==> src/rtl/pipelined_adder_nbit.sv <==
// Pipelined ripple adder/subtractor: one C-bit chunk per stage, registered carry between stages.
// Define ADDER_SAT_EN to clamp sum on signed overflow instead of wrapping.
module pipelined_adder_nbit #(
  parameter int WIDTH  = 16,
  parameter int STAGES = 4
) (
  input  logic             clk,
  input  logic             reset,
  input  logic             in_valid,
  output logic             in_ready,
  input  logic [WIDTH-1:0] a,
  input  logic [WIDTH-1:0] b,
  input  logic             carryin,
  input  logic             sub,
  output logic             out_valid,
  input  logic             out_ready,
  output logic [WIDTH-1:0] sum,
  output logic             carryout,
  output logic             overflow
);

  localparam int C = WIDTH / STAGES;

  logic             advance;
  logic [WIDTH-1:0] b_eff;
  logic             cin_eff;
  logic             ovf_q;

  assign advance  = !out_valid || out_ready;
  assign in_ready = advance;
  assign b_eff    = sub ? ~b : b;
  assign cin_eff  = sub ? ~carryin : carryin;

  // Stage row layout: {b_rest, a_rest, sum_done}. Finished sum chunks replace
  // the consumed a chunks in place, so the row shrinks by C bits per stage.
  for (genvar k = 0; k < STAGES; k++) begin : g_stage
    localparam int IW = 2*WIDTH - k*C;
    localparam int OW = 2*WIDTH - (k+1)*C;

    logic [IW-1:0]    row_in;
    logic             v_in;
    logic             c_in;
    logic [C:0]       part;
    logic [WIDTH-1:0] lo;
    logic [OW-1:0]    row_next;
    logic [OW-1:0]    row_q;
    logic             v_q;
    logic             c_q;

    if (k == 0) begin : g_first
      assign row_in = {b_eff, a};
      assign v_in   = in_valid;
      assign c_in   = cin_eff;
    end else begin : g_chain
      assign row_in = g_stage[k-1].row_q;
      assign v_in   = g_stage[k-1].v_q;
      assign c_in   = g_stage[k-1].c_q;
    end

    assign part = {1'b0, row_in[k*C +: C]} + {1'b0, row_in[WIDTH +: C]} + {{C{1'b0}}, c_in};

    always_comb begin
      lo = row_in[WIDTH-1:0];
      lo[k*C +: C] = part[C-1:0];
    end

    if (k == STAGES-1) begin : g_last
      logic ovf;
      // Carry into the MSB is recovered from the MSB sum bit and both operand MSBs.
      assign ovf = row_in[WIDTH-1] ^ row_in[WIDTH+C-1] ^ part[C-1] ^ part[C];

      always_comb begin
        row_next = lo;
`ifdef ADDER_SAT_EN
        if (ovf) begin
          row_next = row_in[WIDTH-1] ? {1'b1, {(WIDTH-1){1'b0}}} : {1'b0, {(WIDTH-1){1'b1}}};
        end
`endif
      end

      always_ff @(posedge clk) begin
        if (reset) begin
          ovf_q <= 1'b0;
        end else if (advance && v_in) begin
          ovf_q <= ovf;
        end
      end
    end else begin : g_mid
      assign row_next = {row_in[IW-1:WIDTH+C], lo};
    end

    // Data registers only load on valid transfers; bubbles leave them untouched.
    always_ff @(posedge clk) begin
      if (reset) begin
        v_q   <= 1'b0;
        c_q   <= 1'b0;
        row_q <= '0;
      end else if (advance) begin
        v_q <= v_in;
        if (v_in) begin
          c_q   <= part[C];
          row_q <= row_next;
        end
      end
    end
  end

  assign out_valid = g_stage[STAGES-1].v_q;
  assign carryout  = g_stage[STAGES-1].c_q;
  assign sum       = g_stage[STAGES-1].row_q;
  assign overflow  = ovf_q;

endmodule
==> config.mk <==
export PLATFORM = sky130hd
export DESIGN_NAME = pipelined_adder_nbit
export DESIGN_NICKNAME = d
export VERILOG_FILES = /design/src/rtl/pipelined_adder_nbit.sv
export SDC_FILE = /design/constraint.sdc
export NUM_CORES = 1
export LEC_CHECK = 0
export CAP_MARGIN = 20
export CORE_MARGIN = 3
export CORE_UTILIZATION = 50
export DETAILED_ROUTE_END_ITERATION = 6
export PLACE_DENSITY = 0.74
export SLEW_MARGIN = 15
export SYNTH_ARGS = -nofsm -noshare
export SYNTH_HDL_FRONTEND = slang
export SYNTH_SLANG_ARGS = --single-unit
==> constraint.sdc <==
create_clock -name clk -period 4.2 [get_ports clk]
set_input_delay 0.84 -clock clk [delete_from_list [all_inputs] [get_ports clk]]
set_output_delay 0.84 -clock clk [all_outputs]
set_load 0.03 [all_outputs]
==> summary.md, run 1 <==
| Metric | Value |
|---|---|
| Status | `complete, no violations` |
| Final non-filler cell total | `between 600 and 700` |
| Synth Register Bits | `97` |
| Leak | `0.00175 uW` |
| Number of port buffers | `57` |
| Iter 0 DRT Violations | `83` |
| Worst slew pin tran | `0.866 ns` |
| Final HPWL DP | `5.57 mm` |
| Yosys top cell by area | `dfxtp_1` |
| Layout cells sized above 1 | `6.94%` |
| Post-CTS Setup Bufs | `0` |
| Drt via density | `approximately 5` |
| Met1 GRT Util | `a little over a fifth` |
| Worst skew pair latency | `0.36 ns` |
| Final WL | `7.74 mm` |
| FF+latch area | `1940 sq um` |
| Antenna cells | `0` |
| Gp weighted congestion | `0.829` |
| Die Height | `between 90 and 100 um` |
| Post-Layout Inst Area | `4890 sq um` |
| Largest net degree at the start of global routing | `48` |
| Die Width | `96.9 um` |
| PostCTS Resize Cnt | `0` |
| GRT Resource Usage Total | `17.0%` |
| Asr flop ratio synth | `0%` |
| Total gr overflow | `0` |
| Slowest CP cell | `clkdlybuf4s50_1` |
| Met2 usage | `27.8%` |
| Slew margin rel. | `42.3%` |
| Max FO, Critical Path | `9` |
| Total power | `approximately 1900 uW` |
| EDFF count, synth | `0` |
| CP startpoint kind | `input pin` |
| Worst Setup Path Type | `input pin to primary output` |
| Post-synthesis sequential area ratio | `47.0%` |
| Synth area leaders | `dfxtp_1, nand2_1, a21oi_1` |
| Vias | `3,153` |
| Number of max-cap violations | `0` |
| Flop-to-flop setup slack | `2.12 ns` |
| Synth Cell Area | `slightly above 4000 sq um` |
| I/O Pins | `between 50 and 60` |
| Worst vdd ir | `0.000262 V` |
| Initial Util | `52.3%` |
| P&R area growth vs syn | `18.4%` |
| # H-tree levels | `3` |
| Final #Nets | `572` |
| First-pass GRT wire length | `13.3 mm` |
| Met3 usage | `5.77%` |
| Post-Place Setup Slack | `1.13 ns` |
| Crit path DAT | `about 2.2 ns` |
| CTS max path bufs | `2` |
| Hold_buf cts | `0` |
| Leading cell type in the layout, fill and taps excluded | `nand2_1` |
| Die area | `about 9400 sq um` |
| Setup TNS | `0 ns` |
| Critical path cell sequence | `clkdlybuf4s50_1, nor2b_4, inv_4, clkdlybuf4s50_1` |
| Layout fillers | `708` |
| Critical Path RT | `3.36 ns` |
| Power density cells | `379 nW/um^2` |
| Most Crowded Layer GR | `met2` |
| Cell count after synthesis | `474` |
| Routed len/inst | `12.5 um` |
| Hold/Removal Path Class | `flop to flop` |
| Crit. End Element | `primary output` |
| RSZ-0062 raised after global routing | `false` |
| Crit path launch | `out_ready` |
| Row count | `32` |
| Root buf cell | `clkbuf_8` |
| Share of the synthesized area in the top cell type | `47.0%` |
| Hold Fails Final Rpt | `0` |
| Most numerous cell on the critical path | `clkdlybuf4s50_1` |
| Residual DRC | `0` |
| Core Area | `7890 sq um` |
| Antenna Nets Post-Route | `0` |
| Detailed Routing Iterations Pass 1 | `4` |
| Placed cells | `a little over 600` |
| Most frequent cells in the layout | `nand2_1, dfxtp_1, a21oi_1, clkdlybuf4s50_1, nor2_1` |
| Yosys Warn Count | `0` |
| Hold path start | `g_stage[1].row_q[13]` |
| Area of the multi-input gates | `1960 sq um` |
| Most common flop cell mapped by yosys | `dfxtp_1` |
| Clock skew | `0.00684 ns` |
| Final Cycle Share | `72.8%` |
| Setup violators final | `0` |
| TritonCTS clock tree | `built` |
| Initial antenna violation count | `0` |
| Total CTS buffers | `9` |
| Vias in the first global route | `about 3,000` |
| Slowest stage delay, CP | `0.68 ns` |
| Min Tclk post-route | `3.06 ns` |
| Distinct cells, synth | `32` |
| Setup ws final | `1.14 ns` |
| Synthesized area per cell | `8.71 sq um` |
| CTS clock-pin slew for the worst setup and hold paths | `0.09 ns` |
| Max Slew Vio Count | `0` |
| Peak Freq | `327 MHz` |
| Placed instance area | `4660 sq um` |
| Clock Sinks | `97` |
| Syn Nets | `532` |
| Reg2Reg Launch Point | `g_stage[2].row_q[12]` |
[area by class of cell]
class,instances,area share (%)
multi-input cells,336,40.1
flip-flops and latches,97,39.7
repair buffers,60,12.0
clock buffers,12,3.17
well taps,102,2.61
clock inverters,4,1.54
inverters,10,0.819
[where the power goes]
part / total, uW / internal [uW] / leakage, uW / switching (uW)
registers: 976 / 955 / 0.000791 / 20.7
logic: 197 / 91.9 / 0.000854 / 105
clock network: 679 / 368 / 0.000109 / 311
[kinds of logic after synthesis]
logic type                 synth area share [%]
xor gates and xnor gates                   4.88
buffers and inverters                      5.52
AOI/OAI and AO/OA                          16.4
DFF                                        47.0
and+or+nand+nor                            18.7
adders and majority gates                  7.51
[through the flow]
stage / hold slack (ns) / util, %
2_1_floorplan: 0.427 / -
3_3_place_gp: 0.439 / 59.0
4_1_cts: 0.450 / 62.0
6_report: 0.452 / 62.0
3_5_place_dp: 0.444 / 59.0
5_1_grt: 0.476 / 62.0
[critical path: cells and delay by family]
kind          cells  cell delay [ns]
buf+inv           3             1.29
simple gates      1             0.07
[path summary, 6_finish.rpt]
| check | cells after the start | end |
|---|---|---|
| setup reg to reg | 6 | overflow |
| setup / recovery | 4 | in_ready |
| hold reg to reg | 2 | g_stage[2].row_q[13] |
| hold / removal | 2 | g_stage[2].row_q[13] |
[cells in the mapped netlist (all sizes together) (2+ instances only)]
cell    instances
nand2         141
dfxtp          97
a21oi          74
buf            25
nor2           25
a211oi         23
xnor2          15
ha             12
inv            10
fa              8
xor2            8
clkbuf          6
a21o            5
and2            4
nor2b           4
nand3b          3
o21ai           3
nand3           2
nand4b          2
nor3b           2
or4             2
[registers in the layout, summed over array words and instances, names as in the netlist]
| register | cells |
|---|---|
| sum | 16 |
| overflow | 1 |
| g_stage.row_q | 72 |
| out_valid | 1 |
| g_stage.c_q | 3 |
| carryout | 1 |
| g_stage.v_q | 3 |
[layer usage]
| layer | up-vias | routed length (um) |
|---|---|---|
| li1 | 1649 | - |
| met5 | - | 0 |
| met1 | 1436 | 3620 |
| met3 | 9 | 370 |
| met4 | 0 | 97 |
| met2 | 59 | 3650 |
(Power assumes the default switching activity.)
==> run 2, diff against run 1 <==
Clock period 4.2 ns to 2.9 ns, I/O delays scaled along.
==> summary.md, run 2 (same netlist as run 1, synthesis figures left out) <==
| Metric | Value |
|---|---|
| Die Height | `96.9 um (unchanged)` |
| Drt via density | `5.12 (+0.90%)` |
| Largest Register | `g_stage.row_q` |
| Total gr overflow | `0 (unchanged)` |
| Largest net degree at the start of global routing | `48 (unchanged)` |
| Total CTS buffers | `9 (unchanged)` |
| Initial antenna violation count | `0 (unchanged)` |
| Placed instance area | `4690 sq um (+0.81%)` |
| Crit Reg-Reg Endpoint | `overflow` |
| First-pass GRT wire length | `13.9 mm (+4.5%)` |
| I/O Pins | `58 (unchanged)` |
| # H-tree levels | `3 (unchanged)` |
| Largest register FFs | `72 (unchanged)` |
| Crit path DAT | `1.95 ns (-0.27 ns)` |
| Hold-critical path depth | `2 (unchanged)` |
| Row count | `32 (unchanged)` |
| Vias | `3,207 (+1.7%)` |
| Peak Freq | `a little under 400 MHz` |
| Core Area | `7890 sq um (unchanged)` |
| Most frequent cells in the layout | `nand2_1, dfxtp_1, a21oi_1, clkdlybuf4s50_1, nor2_1` |
| Antenna Nets Post-Route | `0 (unchanged)` |
| Root buf cell | `clkbuf_8` |
| Hold EP | `g_stage[1].row_q[16]` |
| Max Slew Vio Count | `0 (unchanged)` |
| Residual DRC | `0 (unchanged)` |
| Layout cells sized above 1 | `8.02% (+1.1 points)` |
| Slew margin rel. | `40.4% (-1.9 points)` |
| Gp weighted congestion | `0.850 (+2.5%)` |
| Hold_buf cts | `0 (unchanged)` |
| Iter 0 DRT Violations | `121 (+46%)` |
| Leak | `0.00177 uW (+1.1%)` |
| Hold path start | `g_stage[0].row_q[20]` |
| CTS max path bufs | `2 (unchanged)` |
| Max FO, Critical Path | `9 (unchanged)` |
| Detailed Routing Iterations Pass 1 | `4 (unchanged)` |
| Final Cycle Share | `87.2%` |
| Number of port buffers | `57 (unchanged)` |
| Reg2reg path depth | `6 (unchanged)` |
| Min Tclk post-route | `approximately 2.5 ns` |
| Clock Sinks | `97 (unchanged)` |
| Crit. End Element | `primary output` |
| Worst skew pair latency | `0.36 ns (about the same)` |
| GRT Resource Usage Total | `17.6% (+0.56 points)` |
| Critical Path RT | `2.32 ns (-1.04 ns)` |
| Number of max-cap violations | `0 (unchanged)` |
| Hold Fails Final Rpt | `0 (unchanged)` |
| Final HPWL DP | `5.82 mm (+4.5%)` |
| Die area | `9380 sq um (unchanged)` |
| Worst slew pin tran | `0.894 ns (+0.0279 ns)` |
| Final WL | `7.93 mm (+2.4%)` |
| Final #Nets | `577 (+0.87%)` |
| Worst vdd ir | `0.000308 V (+18%)` |
| CP startpoint kind | `input pin` |
| TritonCTS clock tree | `built` |
| Leading cell type in the layout, fill and taps excluded | `nand2_1` |
| Worst Setup Path Type | `input pin to primary output` |
| Vias in the first global route | `3,022 (+2.3%)` |
| Hold/Removal Path Class | `flop to flop` |
| Initial Util | `52.3% (unchanged)` |
| Clock skew | `0.00912 ns (+0.00228 ns)` |
| Die Width | `96.9 um (unchanged)` |
| Fin util | `62.4% (+0.43 points)` |
| Setup violators final | `0 (unchanged)` |
| CTS clock-pin slew for the worst setup and hold paths | `0.09 ns (about the same)` |
| Post-Layout Inst Area | `4920 sq um (+0.69%)` |
| Power density cells | `545 nW/um^2 (+44%)` |
| Status | `complete, no violations` |
| Final non-filler cell total | `626 (+0.81%)` |
| Post-CTS Setup Bufs | `0 (unchanged)` |
| P&R area growth vs syn | `19.2%` |
| Setup TNS | `0 ns (unchanged)` |
| Placed cells | `610 (+0.83%)` |
| Routed len/inst | `12.7 um (+1.6%)` |
| RSZ-0062 raised after global routing | `false` |
| Reg2Reg Launch Point | `g_stage[2].row_q[12]` |
| PostCTS Resize Cnt | `0 (unchanged)` |
| Antenna cells | `0 (unchanged)` |
| Flop-to-flop setup slack | `0.86 ns (-1.26 ns)` |
| Layout fillers | `679 (-4.1%)` |
==> run 2: final cells by class <==
class / count / area, sq um / area share (%)
repair buffers: 65 / 626 / 12.7
multi-input cells: 336 / 1960 / 39.8
inverters: 10 / 40.0 / 0.814
clock buffers: 9 / 124 / 2.52
well taps: 102 / 128 / 2.59
flip-flops and latches: 97 / 1940 / 39.5
clock inverters: 7 / 103 / 2.08
==> run 2: how the worst max path moves through the flow <==
stage | startpoint | end | slack (ns)
after floorplan | sub | g_stage[0].c_q | 0.36
after global placement | sub | g_stage[0].c_q | 0.14
after detailed placement | sub | g_stage[0].c_q | 0.12
after CTS | out_ready | in_ready | 0.37
after global routing | out_ready | in_ready | 0.34
final | out_ready | in_ready | 0.37
==> run 2: report_power, final <==
group | total [uW] | switching, uW | internal [uW]
logic | 294 | 156 | 138
clock network | 976 | 482 | 494
registers | 1410 | 29.1 | 1380
total | 2680 | 668 | 2020
==> run 2: worst max-delay path, cell delays in order <==
cell and delay (ns):
clkdlybuf4s50_1 0.50, nor2b_4 0.07, inv_4 0.11, clkdlybuf4s50_1 0.69
==> run 2: per-layer routing <==
metal	track usage, %	wire (um)	up-vias
met3	5.12	414	4
met4	3.67	35	0
met5	0	0	-
met2	29.0	3760	73
met1	23.0	3720	1470
li1	-	-	1660
==> run 2: per-stage QoR <==
step	hold WS (ns)	setup WS, ns	total power [uW]
after floorplan	0.427	0.359	1640
after detailed placement	0.445	0.115	1740
after global placement	0.442	0.144	1730
after global routing	0.474	0.336	2800
final	0.455	0.373	2680
after CTS	0.458	0.373	2700
==> run 3, diff against run 2 <==
Settings changed: CAP_MARGIN 20 to default.
Clock period 2.9 ns to 3.1 ns, I/O delays scaled along.
==> summary.md, run 3 (same netlist as run 1, synthesis figures left out) <==
| Metric | Value |
|---|---|
| Status | `complete, no violations` |
| Vias in the first global route | `2,936 (-2.8%)` |
| RSZ-0062 raised after global routing | `false` |
| Crit Reg-Reg Endpoint | `overflow` |
| Core Area | `7890 sq um (unchanged)` |
| CTS clock-pin slew for the worst setup and hold paths | `0.09 ns (about the same)` |
| Most frequent cells in the layout | `nand2_1, dfxtp_1, a21oi_1, clkdlybuf4s50_1, nor2_1` |
| Leak | `0.00179 uW (+1.1%)` |
| Critical Path RT | `2.48 ns (+0.16 ns)` |
| Final HPWL DP | `5.74 mm (-1.4%)` |
| Worst skew pair latency | `0.34 ns (-0.02 ns)` |
| Layout fillers | `685 (+0.88%)` |
| Flop-to-flop setup slack | `1.03 ns (+0.17 ns)` |
| Power density cells | `529 nW/um^2 (-2.9%)` |
| Max Slew Vio Count | `0 (unchanged)` |
| Number of port buffers | `57 (unchanged)` |
| Routed len/inst | `12.8 um (+1.1%)` |
| CP startpoint kind | `input pin` |
| Crit path DAT | `1.99 ns (+0.04 ns)` |
| Detailed Routing Iterations Pass 1 | `4 (unchanged)` |
| Reg2reg path depth | `6 (unchanged)` |
| Die Height | `96.9 um (unchanged)` |
| Initial antenna violation count | `0 (unchanged)` |
| Hold-critical path depth | `2 (unchanged)` |
| Reg2Reg Launch Point | `g_stage[2].row_q[12]` |
| Row count | `32 (unchanged)` |
| Die Width | `96.9 um (unchanged)` |
| Post-CTS Setup Bufs | `0 (unchanged)` |
| PostCTS Resize Cnt | `0 (unchanged)` |
| Antenna Nets Post-Route | `0 (unchanged)` |
| Final WL | `7.99 mm (+0.76%)` |
| Vias | `3,162 (-1.4%)` |
| # H-tree levels | `3 (unchanged)` |
| Hold_buf cts | `0 (unchanged)` |
| I/O Pins | `58 (unchanged)` |
| Worst Setup Path Type | `input pin to primary output` |
| Largest register FFs | `72 (unchanged)` |
| Total CTS buffers | `9 (unchanged)` |
| Worst slew pin tran | `0.651 ns (-0.243 ns)` |
| Crit. End Element | `primary output` |
| TritonCTS clock tree | `built` |
| Hold path start | `sum[11]` |
| Min Tclk post-route | `2.61 ns` |
| Hold EP | `sum[11]` |
| Residual DRC | `0 (unchanged)` |
| Total gr overflow | `0 (unchanged)` |
| Antenna cells | `0 (unchanged)` |
| Hold Fails Final Rpt | `0 (unchanged)` |
| Post-Place Setup Slack | `0.268 ns (+0.153 ns)` |
| Layout cells sized above 1 | `7.66% (-0.35 points)` |
| Largest net degree at the start of global routing | `57 (+19%)` |
| Drt via density | `5.07 (-1.1%)` |
| FF+latch area | `1940 sq um (unchanged)` |
| Hold/Removal Path Class | `flop to flop` |
| GRT Resource Usage Total | `17.0% (-0.63 points)` |
| Setup TNS | `0 ns (unchanged)` |
| Worst vdd ir | `0.000254 V (-18%)` |
| Initial Util | `52.3% (unchanged)` |
| Area of the multi-input gates | `1960 sq um (unchanged)` |
| Clock Sinks | `97 (unchanged)` |
| Leading cell type in the layout, fill and taps excluded | `nand2_1` |
| Final Cycle Share | `between 80% and 90%` |
| Largest Register | `g_stage.row_q` |
| Gp weighted congestion | `0.824 (-3.0%)` |
| Clock skew | `0.00643 ns (-0.00268 ns)` |
| Setup ws final | `0.487 ns (+0.114 ns)` |
| P&R area growth vs syn | `20.0%` |
| Die area | `9380 sq um (unchanged)` |
| Setup violators final | `0 (unchanged)` |
| Peak Freq | `~380 MHz` |
| Final #Nets | `575 (-0.35%)` |
| First-pass GRT wire length | `13.4 mm (-3.5%)` |
| Root buf cell | `clkbuf_8` |
| CTS max path bufs | `2 (unchanged)` |
| Number of max-cap violations | `0 (unchanged)` |
| Iter 0 DRT Violations | `61 (-50%)` |
| Max FO, Critical Path | `9 (unchanged)` |
| Slew margin rel. | `56.6% (+16 points)` |
run 3: changes by cell type in the layout (fill, tap and decap cells not counted), sizes merged:
cell and change:
bufinv +1, buf -2, inv -2, clkinvlp -2, clkbuf +3
run 3: metrics by stage:
| stage | total power [uW] | utilization (%) | area [sq um] | hold WS (ns) | cells |
|---|---|---|---|---|---|
| after floorplan | 1540 | - | 4130 | 0.427 | 474 |
| after global placement | 1620 | 59.5 | 4690 | 0.442 | 608 |
| after detailed placement | 1630 | 59.5 | 4690 | 0.447 | 608 |
| after CTS | 2640 | 62.8 | 4950 | 0.460 | 624 |
| after global routing | 2720 | 62.8 | 4950 | 0.475 | 624 |
| final | 2620 | 62.8 | 4950 | 0.458 | 624 |
run 3: worst max-delay path, cell delays in order:
cell and delay, ns:
clkdlybuf4s50_1 0.51, nor2b_4 0.07, inv_4 0.11, clkdlybuf4s50_1 0.68
run 3: per-layer routing:
metal  part of all wire, %  vias to the layer above  routed length (um)  GRT usage [%]
met4                  0.76                        0                  61           4.54
met1                    49                     1445                3900           22.3
met5                     0                        -                   0              0
met2                    47                       61                3740           28.9
met3                   3.5                        7                 279           2.81
li1                      -                     1649                   -              -
run 3: layout make-up:
cell class / instances / share of cell area [%]
Clock buffer: 12 / 3.33
Timing Repair Buffer: 63 / 12.6
Inverter: 10 / 0.808
Tap cell: 102 / 2.58
Multi-Input combinational cell: 336 / 39.5
Sequential cell: 97 / 39.2
Clock inverter: 4 / 1.97
run 3: how the worst max path moves through the flow:
stage                     startpoint              to  slack (ns)  depth (start not counted)
final                      out_ready        in_ready        0.49                          4
after global routing       out_ready        in_ready        0.45                          4
after CTS                  out_ready        in_ready        0.48                          4
after detailed placement         sub  g_stage[0].c_q        0.27                          7
after global placement           sub  g_stage[0].c_q        0.30                          7
after floorplan                  sub  g_stage[0].c_q        0.52                          8
run 3: where the power goes:
part | internal (uW) | switching [uW]
Sequential | 1290 | 29.4
Clock | 603 | 421
Combinational | 129 | 146
Total | 2030 | 597
